`config.mk`:
```
export PLATFORM = sky130hd
export DESIGN_NAME = w5300_bus_timer_flat
export DESIGN_NICKNAME = d
export VERILOG_FILES = /design/src/rtl/w5300_bus_timer_if.sv /design/src/rtl/w5300_bus_timer.sv /design/src/flat_wrapper.sv
export SDC_FILE = /design/constraint.sdc
export NUM_CORES = 1
export LEC_CHECK = 0
export BUFFER_PORTS_ARGS = -buffer_cell sky130_fd_sc_hd__clkbuf_2
export CORE_UTILIZATION = 55
export DETAILED_ROUTE_END_ITERATION = 6
export PLACE_DENSITY_LB_ADDON = 0.15
export RECOVER_POWER = 50
export SLEW_MARGIN = 20
export SYNTH_ARGS = -nofsm -noshare
export SYNTH_HDL_FRONTEND = slang
export SYNTH_SLANG_ARGS = --single-unit
```
`constraint.sdc`:
```
create_clock -name clk -period 3 [get_ports clk]
set_input_delay 0.6 -clock clk [delete_from_list [all_inputs] [get_ports clk]]
set_output_delay 0.6 -clock clk [all_outputs]
set_load 0.02 [all_outputs]
```
`src/rtl/w5300_bus_timer_if.sv`:
```
// QL-side request signals and W5300-side strobes handled by the bus timer.
interface w5300_bus_timer_if;
  logic sel;
  logic dsl;
  logic rdwl;
  logic wizcsl;
  logic wizrdl;
  logic wizwrl;
  logic dbenl;
  logic dtackl;

  modport master (
    output sel, dsl, rdwl,
    input  wizcsl, wizrdl, wizwrl, dbenl, dtackl
  );

  modport slave (
    input  sel, dsl, rdwl,
    output wizcsl, wizrdl, wizwrl, dbenl, dtackl
  );
endinterface

```
`src/rtl/w5300_bus_timer.sv`:
```
// Stretches asynchronous QL data-strobe cycles into W5300 chip-select/strobe timing
// and sequences the W5300 hardware reset, gating the chip strobes while it runs.
module w5300_bus_timer #(
  parameter int SETUP_CYC    = 1,
  parameter int STROBE_CYC   = 4,
  parameter int RECOVER_CYC  = 2,
  parameter int RST_LOW_CYC  = 100,
  parameter int RST_WAIT_CYC = 400000
) (
  input  logic             clk,
  input  logic             rst,
  w5300_bus_timer_if.slave bus,
  input  logic             reset_req,
  output logic             wizrstl,
  output logic             busy
);

  localparam logic [3:0]  SETUP_LAST    = 4'(SETUP_CYC - 1);
  localparam logic [3:0]  STROBE_LAST   = 4'(STROBE_CYC - 1);
  localparam logic [3:0]  RECOVER_LAST  = 4'(RECOVER_CYC - 1);
  localparam logic [19:0] RST_LOW_LAST  = 20'(RST_LOW_CYC - 1);
  localparam logic [19:0] RST_WAIT_LAST = 20'(RST_WAIT_CYC - 1);

  typedef enum logic [2:0] {IDLE, SETUP, STROBE, ACK, RECOVER} bus_state_t;
  typedef enum logic [1:0] {RUN, RST_LOW, RST_WAIT} rst_state_t;

  logic        sel_m, sel_s;
  logic        dsl_m, dsl_s;
  logic        abort;
  logic        dir;
  bus_state_t  bus_state;
  logic [3:0]  bus_cnt;
  rst_state_t  rst_state;
  logic [19:0] rst_cnt;

  always_ff @(posedge clk) begin
    if (rst) begin
      sel_m <= 1'b0;
      sel_s <= 1'b0;
      dsl_m <= 1'b1;
      dsl_s <= 1'b1;
    end else begin
      sel_m <= bus.sel;
      sel_s <= sel_m;
      dsl_m <= bus.dsl;
      dsl_s <= dsl_m;
    end
  end

  assign abort = dsl_s || !sel_s;

  // Outputs decode the state held before each edge, so every output lags its state by one clock.
  always_ff @(posedge clk) begin
    if (rst) begin
      bus_state  <= IDLE;
      bus_cnt    <= '0;
      dir        <= 1'b1;
      bus.wizcsl <= 1'b1;
      bus.wizrdl <= 1'b1;
      bus.wizwrl <= 1'b1;
      bus.dbenl  <= 1'b1;
      bus.dtackl <= 1'b1;
    end else begin
      bus.wizcsl <= 1'b1;
      bus.wizrdl <= 1'b1;
      bus.wizwrl <= 1'b1;
      bus.dbenl  <= 1'b1;
      bus.dtackl <= 1'b1;
      case (bus_state)
        IDLE: begin
          bus_cnt <= '0;
          if (sel_s && !dsl_s) begin
            dir       <= bus.rdwl;
            bus_state <= SETUP;
          end
        end
        SETUP: begin
          bus.wizcsl <= busy;
          bus.dbenl  <= 1'b0;
          if (abort) begin
            bus_state <= RECOVER;
            bus_cnt   <= '0;
          end else if (bus_cnt == SETUP_LAST) begin
            bus_state <= STROBE;
            bus_cnt   <= '0;
          end else begin
            bus_cnt <= bus_cnt + 4'd1;
          end
        end
        STROBE: begin
          bus.wizcsl <= busy;
          bus.dbenl  <= 1'b0;
          if (dir) bus.wizrdl <= busy;
          else     bus.wizwrl <= busy;
          if (abort) begin
            bus_state <= RECOVER;
            bus_cnt   <= '0;
          end else if (bus_cnt == STROBE_LAST) begin
            bus_state <= ACK;
            bus_cnt   <= '0;
          end else begin
            bus_cnt <= bus_cnt + 4'd1;
          end
        end
        ACK: begin
          // A write releases wizwrl here so the W5300 latches data on that rising edge.
          bus.wizcsl <= busy;
          bus.dbenl  <= 1'b0;
          bus.dtackl <= 1'b0;
          if (dir) bus.wizrdl <= busy;
          if (dsl_s) begin
            bus_state <= RECOVER;
            bus_cnt   <= '0;
          end
        end
        RECOVER: begin
          if (bus_cnt == RECOVER_LAST) begin
            bus_state <= IDLE;
            bus_cnt   <= '0;
          end else begin
            bus_cnt <= bus_cnt + 4'd1;
          end
        end
        default: begin
          bus_state <= IDLE;
          bus_cnt   <= '0;
        end
      endcase
    end
  end

  // A reset request restarts the low phase from any state without touching the bus FSM.
  always_ff @(posedge clk) begin
    if (rst || reset_req) begin
      rst_state <= RST_LOW;
      rst_cnt   <= '0;
      wizrstl   <= 1'b0;
      busy      <= 1'b1;
    end else begin
      case (rst_state)
        RST_LOW: begin
          if (rst_cnt == RST_LOW_LAST) begin
            rst_state <= RST_WAIT;
            rst_cnt   <= '0;
            wizrstl   <= 1'b1;
          end else begin
            rst_cnt <= rst_cnt + 20'd1;
          end
        end
        RST_WAIT: begin
          if (rst_cnt == RST_WAIT_LAST) begin
            rst_state <= RUN;
            rst_cnt   <= '0;
            busy      <= 1'b0;
          end else begin
            rst_cnt <= rst_cnt + 20'd1;
          end
        end
        RUN: begin
          rst_cnt <= '0;
          wizrstl <= 1'b1;
          busy    <= 1'b0;
        end
        default: begin
          rst_state <= RST_LOW;
          rst_cnt   <= '0;
          wizrstl   <= 1'b0;
          busy      <= 1'b1;
        end
      endcase
    end
  end

endmodule
```
`src/flat_wrapper.sv`:
```
// flat-port wrapper written by rule: the top's interface ports become plain ports
module w5300_bus_timer_flat 
#(
  parameter int SETUP_CYC    = 1,
  parameter int STROBE_CYC   = 4,
  parameter int RECOVER_CYC  = 2,
  parameter int RST_LOW_CYC  = 100,
  parameter int RST_WAIT_CYC = 400000
)
  (clk, rst, reset_req, wizrstl, busy, bus_sel, bus_dsl, bus_rdwl, bus_wizcsl, bus_wizrdl, bus_wizwrl, bus_dbenl, bus_dtackl);
  w5300_bus_timer_if bus_i ();
  input  logic clk;
  input  logic rst;
  input  logic reset_req;
  output logic wizrstl;
  output logic busy;
  input wire logic [$bits(bus_i.sel)-1:0] bus_sel;
  input wire logic [$bits(bus_i.dsl)-1:0] bus_dsl;
  input wire logic [$bits(bus_i.rdwl)-1:0] bus_rdwl;
  output wire logic [$bits(bus_i.wizcsl)-1:0] bus_wizcsl;
  output wire logic [$bits(bus_i.wizrdl)-1:0] bus_wizrdl;
  output wire logic [$bits(bus_i.wizwrl)-1:0] bus_wizwrl;
  output wire logic [$bits(bus_i.dbenl)-1:0] bus_dbenl;
  output wire logic [$bits(bus_i.dtackl)-1:0] bus_dtackl;
  assign bus_i.sel = bus_sel;
  assign bus_i.dsl = bus_dsl;
  assign bus_i.rdwl = bus_rdwl;
  assign bus_wizcsl = bus_i.wizcsl;
  assign bus_wizrdl = bus_i.wizrdl;
  assign bus_wizwrl = bus_i.wizwrl;
  assign bus_dbenl = bus_i.dbenl;
  assign bus_dtackl = bus_i.dtackl;
  w5300_bus_timer #(.SETUP_CYC(SETUP_CYC), .STROBE_CYC(STROBE_CYC), .RECOVER_CYC(RECOVER_CYC), .RST_LOW_CYC(RST_LOW_CYC), .RST_WAIT_CYC(RST_WAIT_CYC)) u_core (.clk(clk), .rst(rst), .bus(bus_i), .reset_req(reset_req), .wizrstl(wizrstl), .busy(busy));
endmodule
```
==> impl_metrics.json <==
{
  "power_frac_comb_pct": 2.4,
  "crit_arrival_ns": 2.55,
  "drt_iter0_drc": 101,
  "grt.total_usage_pct": 21.8,
  "synthXorXnorAreaFrac_pct": 8.72,
  "fin_nets": 246,
  "h-tree-depth": 2,
  "postCtsSetupBuffers": 0,
  "drc": 0,
  "grt_use_met1_pct": 24.4,
  "rsz0062_at_grt": "no",
  "grt_pass1_wl_mm": 5.91,
  "place_area_mm2": 0.00200,
  "io_pins": 13,
  "areaGrowthSynthToFinish_pct": 6.95,
  "critPathMaxFanout": 20,
  "die_w_um": 60.9,
  "peakVddDrop_uv": 246,
  "gr-max-usage-layer": "met2",
  "achievable-frequency_mhz": 425,
  "path_clk_slew_ns": 0.12,
  "clk_path_buf_depth": 2,
  "antenna_found_initial": 0,
  "slew_headroom_pct": 45.9,
  "synth.avg_cell_area_um2": 8.72,
  "synth_top_family_by_area": "simple AND/OR/NAND/NOR gates",
  "cts.repair.resized": 0,
  "fin_util_pct": 61.2,
  "p_switching_uw": 185,
  "core_mm2": 0.00334,
  "hold_viol": 0,
  "seq_area_um2": 821,
  "layout-drive-gt1-share_pct": 6.47,
  "grt_max_degree": 21,
  "cts-root-buf": "clkbuf_4",
  "instances_no_fill": 278,
  "drt-wirelength-per-cell_um": 12.7,
  "dpl.hpwl_mm": 2.56,
  "async_flop_share_pct": 0,
  "dieArea_mm2": 0.00371,
  "worstPathRequired_ns": 3.20,
  "met3_usage_pct": 5.33,
  "cp-start-kind": "flop",
  "yosysSeqAreaShare_pct": 43.0,
  "cts_tree": "done",
  "cts.sinks": 41,
  "power_density_mw_per_mm2": 407,
  "synth-edff-count": 0,
  "synthMuxAreaShare_pct": 1.57,
  "intPower_uw": 645,
  "holdWs_ns": 0.432,
  "period_minus_slack_ns": 2.35,
  "min_period_over_period_pct": 78.5,
  "syn-num-nets": 234,
  "yosys_warnings": 0,
  "layout_common_cells": "dfxtp_1 (41), nor2_1 (31), nand2_1 (19)",
  "power_frac_seq_pct": 66.5,
  "synth_compound_area_share_pct": 7.21,
  "grt_pass1_vias": 1459,
  "fin_tns_setup_ns": 0,
  "die_h_um": 60.9,
  "status": "completed",
  "ys_ff_latch": 41,
  "cellLeakagePower_nw": 0.680,
  "n_antenna_cell": 0,
  "multi_input_area_mm2": 0.00103,
  "setup_ws_ns": 0.645,
  "slew_violations": 0,
  "initial_core_util_pct": 57.2,
  "hold_path_class": "flop to flop",
  "vias": 1557,
  "drtAntennaViolNets": 0,
  "place_inst": 270,
  "drt_first_pass_iters": 4,
  "syn_area_mm2": 0.00191,
  "max_slew.worst_pin.slew_ns": 0.812,
  "setup_violations": 0,
  "wl_mm": 3.52,
  "p_sw_share_pct": 22.3,
  "gp_congestion": 0.882,
  "synthCells": 219,
  "synth-simple-area-share_pct": 30.7,
  "cp-end-kind": "flop",
  "synthAdderAreaFrac_pct": 5.90,
  "synth_cell_types": 39,
  "io_buffers": 12,
  "overflow": 0,
  "design_area_mm2": 0.00204,
  "place_ws_ns": 0.732,
  "final_common_cell": "dfxtp_1",
  "fin_skew_ns": 0.0153,
  "synth_top_flop_cell": "dfxtp_1",
  "fillers": 306,
  "drv_cap": 0,
  "postCtsHoldBufs": 0,
  "path_class": "flop to flop",
  "gr-usage-met2_pct": 37.8,
  "clockPowerShare_pct": 31.1,
  "clk_latency_ns": 0.35,
  "cts_buffers": 5,
  "placementRows": 21,
  "p_total_uw": 830,
  "vias_per_cell": 5.60
}
## cell type report
class                   instances  share of cell area [%]
multi-input cells             163                    50.6
flip-flops and latches         41                    40.2
well taps                      46                    2.82
repair buffers                 13                    2.63
clock buffers                   6                    2.02
inverters                       7                    1.29
clock inverters                 2                   0.490
## Yosys cell counts (3+ instances only)
| cell | instances | area [um^2] |
|---|---|---|
| dfxtp_1 | 41 | 821 |
| nand2b_1 | 5 | 31.3 |
| mux2i_1 | 3 | 30.0 |
| clkbuf_1 | 8 | 30.0 |
| xor2_1 | 10 | 87.6 |
| inv_1 | 6 | 22.5 |
| and4_1 | 3 | 26.3 |
| nand4_1 | 6 | 37.5 |
| xnor2_1 | 9 | 78.8 |
| a21oi_1 | 5 | 25.0 |
| ha_1 | 9 | 113 |
| nand2_1 | 19 | 71.3 |
| nor3_1 | 10 | 50.1 |
| or4b_1 | 3 | 30.0 |
| a31oi_1 | 3 | 18.8 |
| nand3_1 | 9 | 45.0 |
| nor2_1 | 31 | 116 |
| or2_2 | 3 | 18.8 |
| o21ai_1 | 3 | 15.0 |
| nor4_1 | 4 | 25.0 |
## worst paths after layout
kind | startpoint | endpoint | slack [ns] | depth (start not counted)
worst min register to register | u_core.dsl_m$_SDFF_PP1_ | u_core.dsl_s$_SDFF_PP1_ | 0.43 | 1
worst max register to register | u_core.rst_cnt[12]$_SDFF_PP0_ | u_core.rst_cnt[16]$_SDFF_PP0_ | 0.65 | 6
worst min-delay path | u_core.dsl_m$_SDFF_PP1_ | u_core.dsl_s$_SDFF_PP1_ | 0.43 | 1
worst max-delay path | u_core.rst_cnt[12]$_SDFF_PP0_ | u_core.rst_cnt[16]$_SDFF_PP0_ | 0.65 | 6
## power by group through the flow
stage	registers [mW]	logic [mW]	clock network [mW]
after floorplan	0.563	0.0147	0
after CTS	0.552	0.0215	0.270
final	0.552	0.0202	0.258
after detailed placement	0.564	0.0212	0
after global placement	0.564	0.0206	0
after global routing	0.553	0.0233	0.291
## cells by family (layout without fill, tap and decap cells)
family / Yosys count / after routing
flip-flops: 41 / 41
XOR/XNOR: 19 / 19
multiplexers: 3 / 3
AND/OR/NAND/NOR: 111 / 111
AO/OA/AOI/OAI: 21 / 21
adder cells (fa/ha/maj): 9 / 9
buffers and inverters: 15 / 28
## routing by layer
layer  wire length (um)  up-vias
met1               1520      725
met4                 92        0
met5                  0        -
met3                144       11
li1                   -      784
met2               1760       37
## registers in the layout, summed over array words and instances (netlist names)
name,cells
u_core.bus.dbenl,1
u_core.bus.dtackl,1
u_core.bus.wizcsl,1
u_core.bus.wizrdl,1
u_core.bus.wizwrl,1
u_core.bus_cnt,4
u_core.bus_state,3
u_core.busy,1
u_core.dir,1
u_core.dsl_m,1
u_core.dsl_s,1
u_core.rst_cnt,20
u_core.rst_state,2
u_core.sel_m,1
u_core.sel_s,1
u_core.wizrstl,1
## worst max-delay path, cell delays in order, from the launching register on
cell and delay, ns:
dfxtp_1 0.46, nand4_1 0.12, or4_1 0.44, o31a_1 0.28
o21ai_0 0.15, clkbuf_1 0.64, nor2_1 0.12
Note: power is estimated with default switching activity, not from simulation.
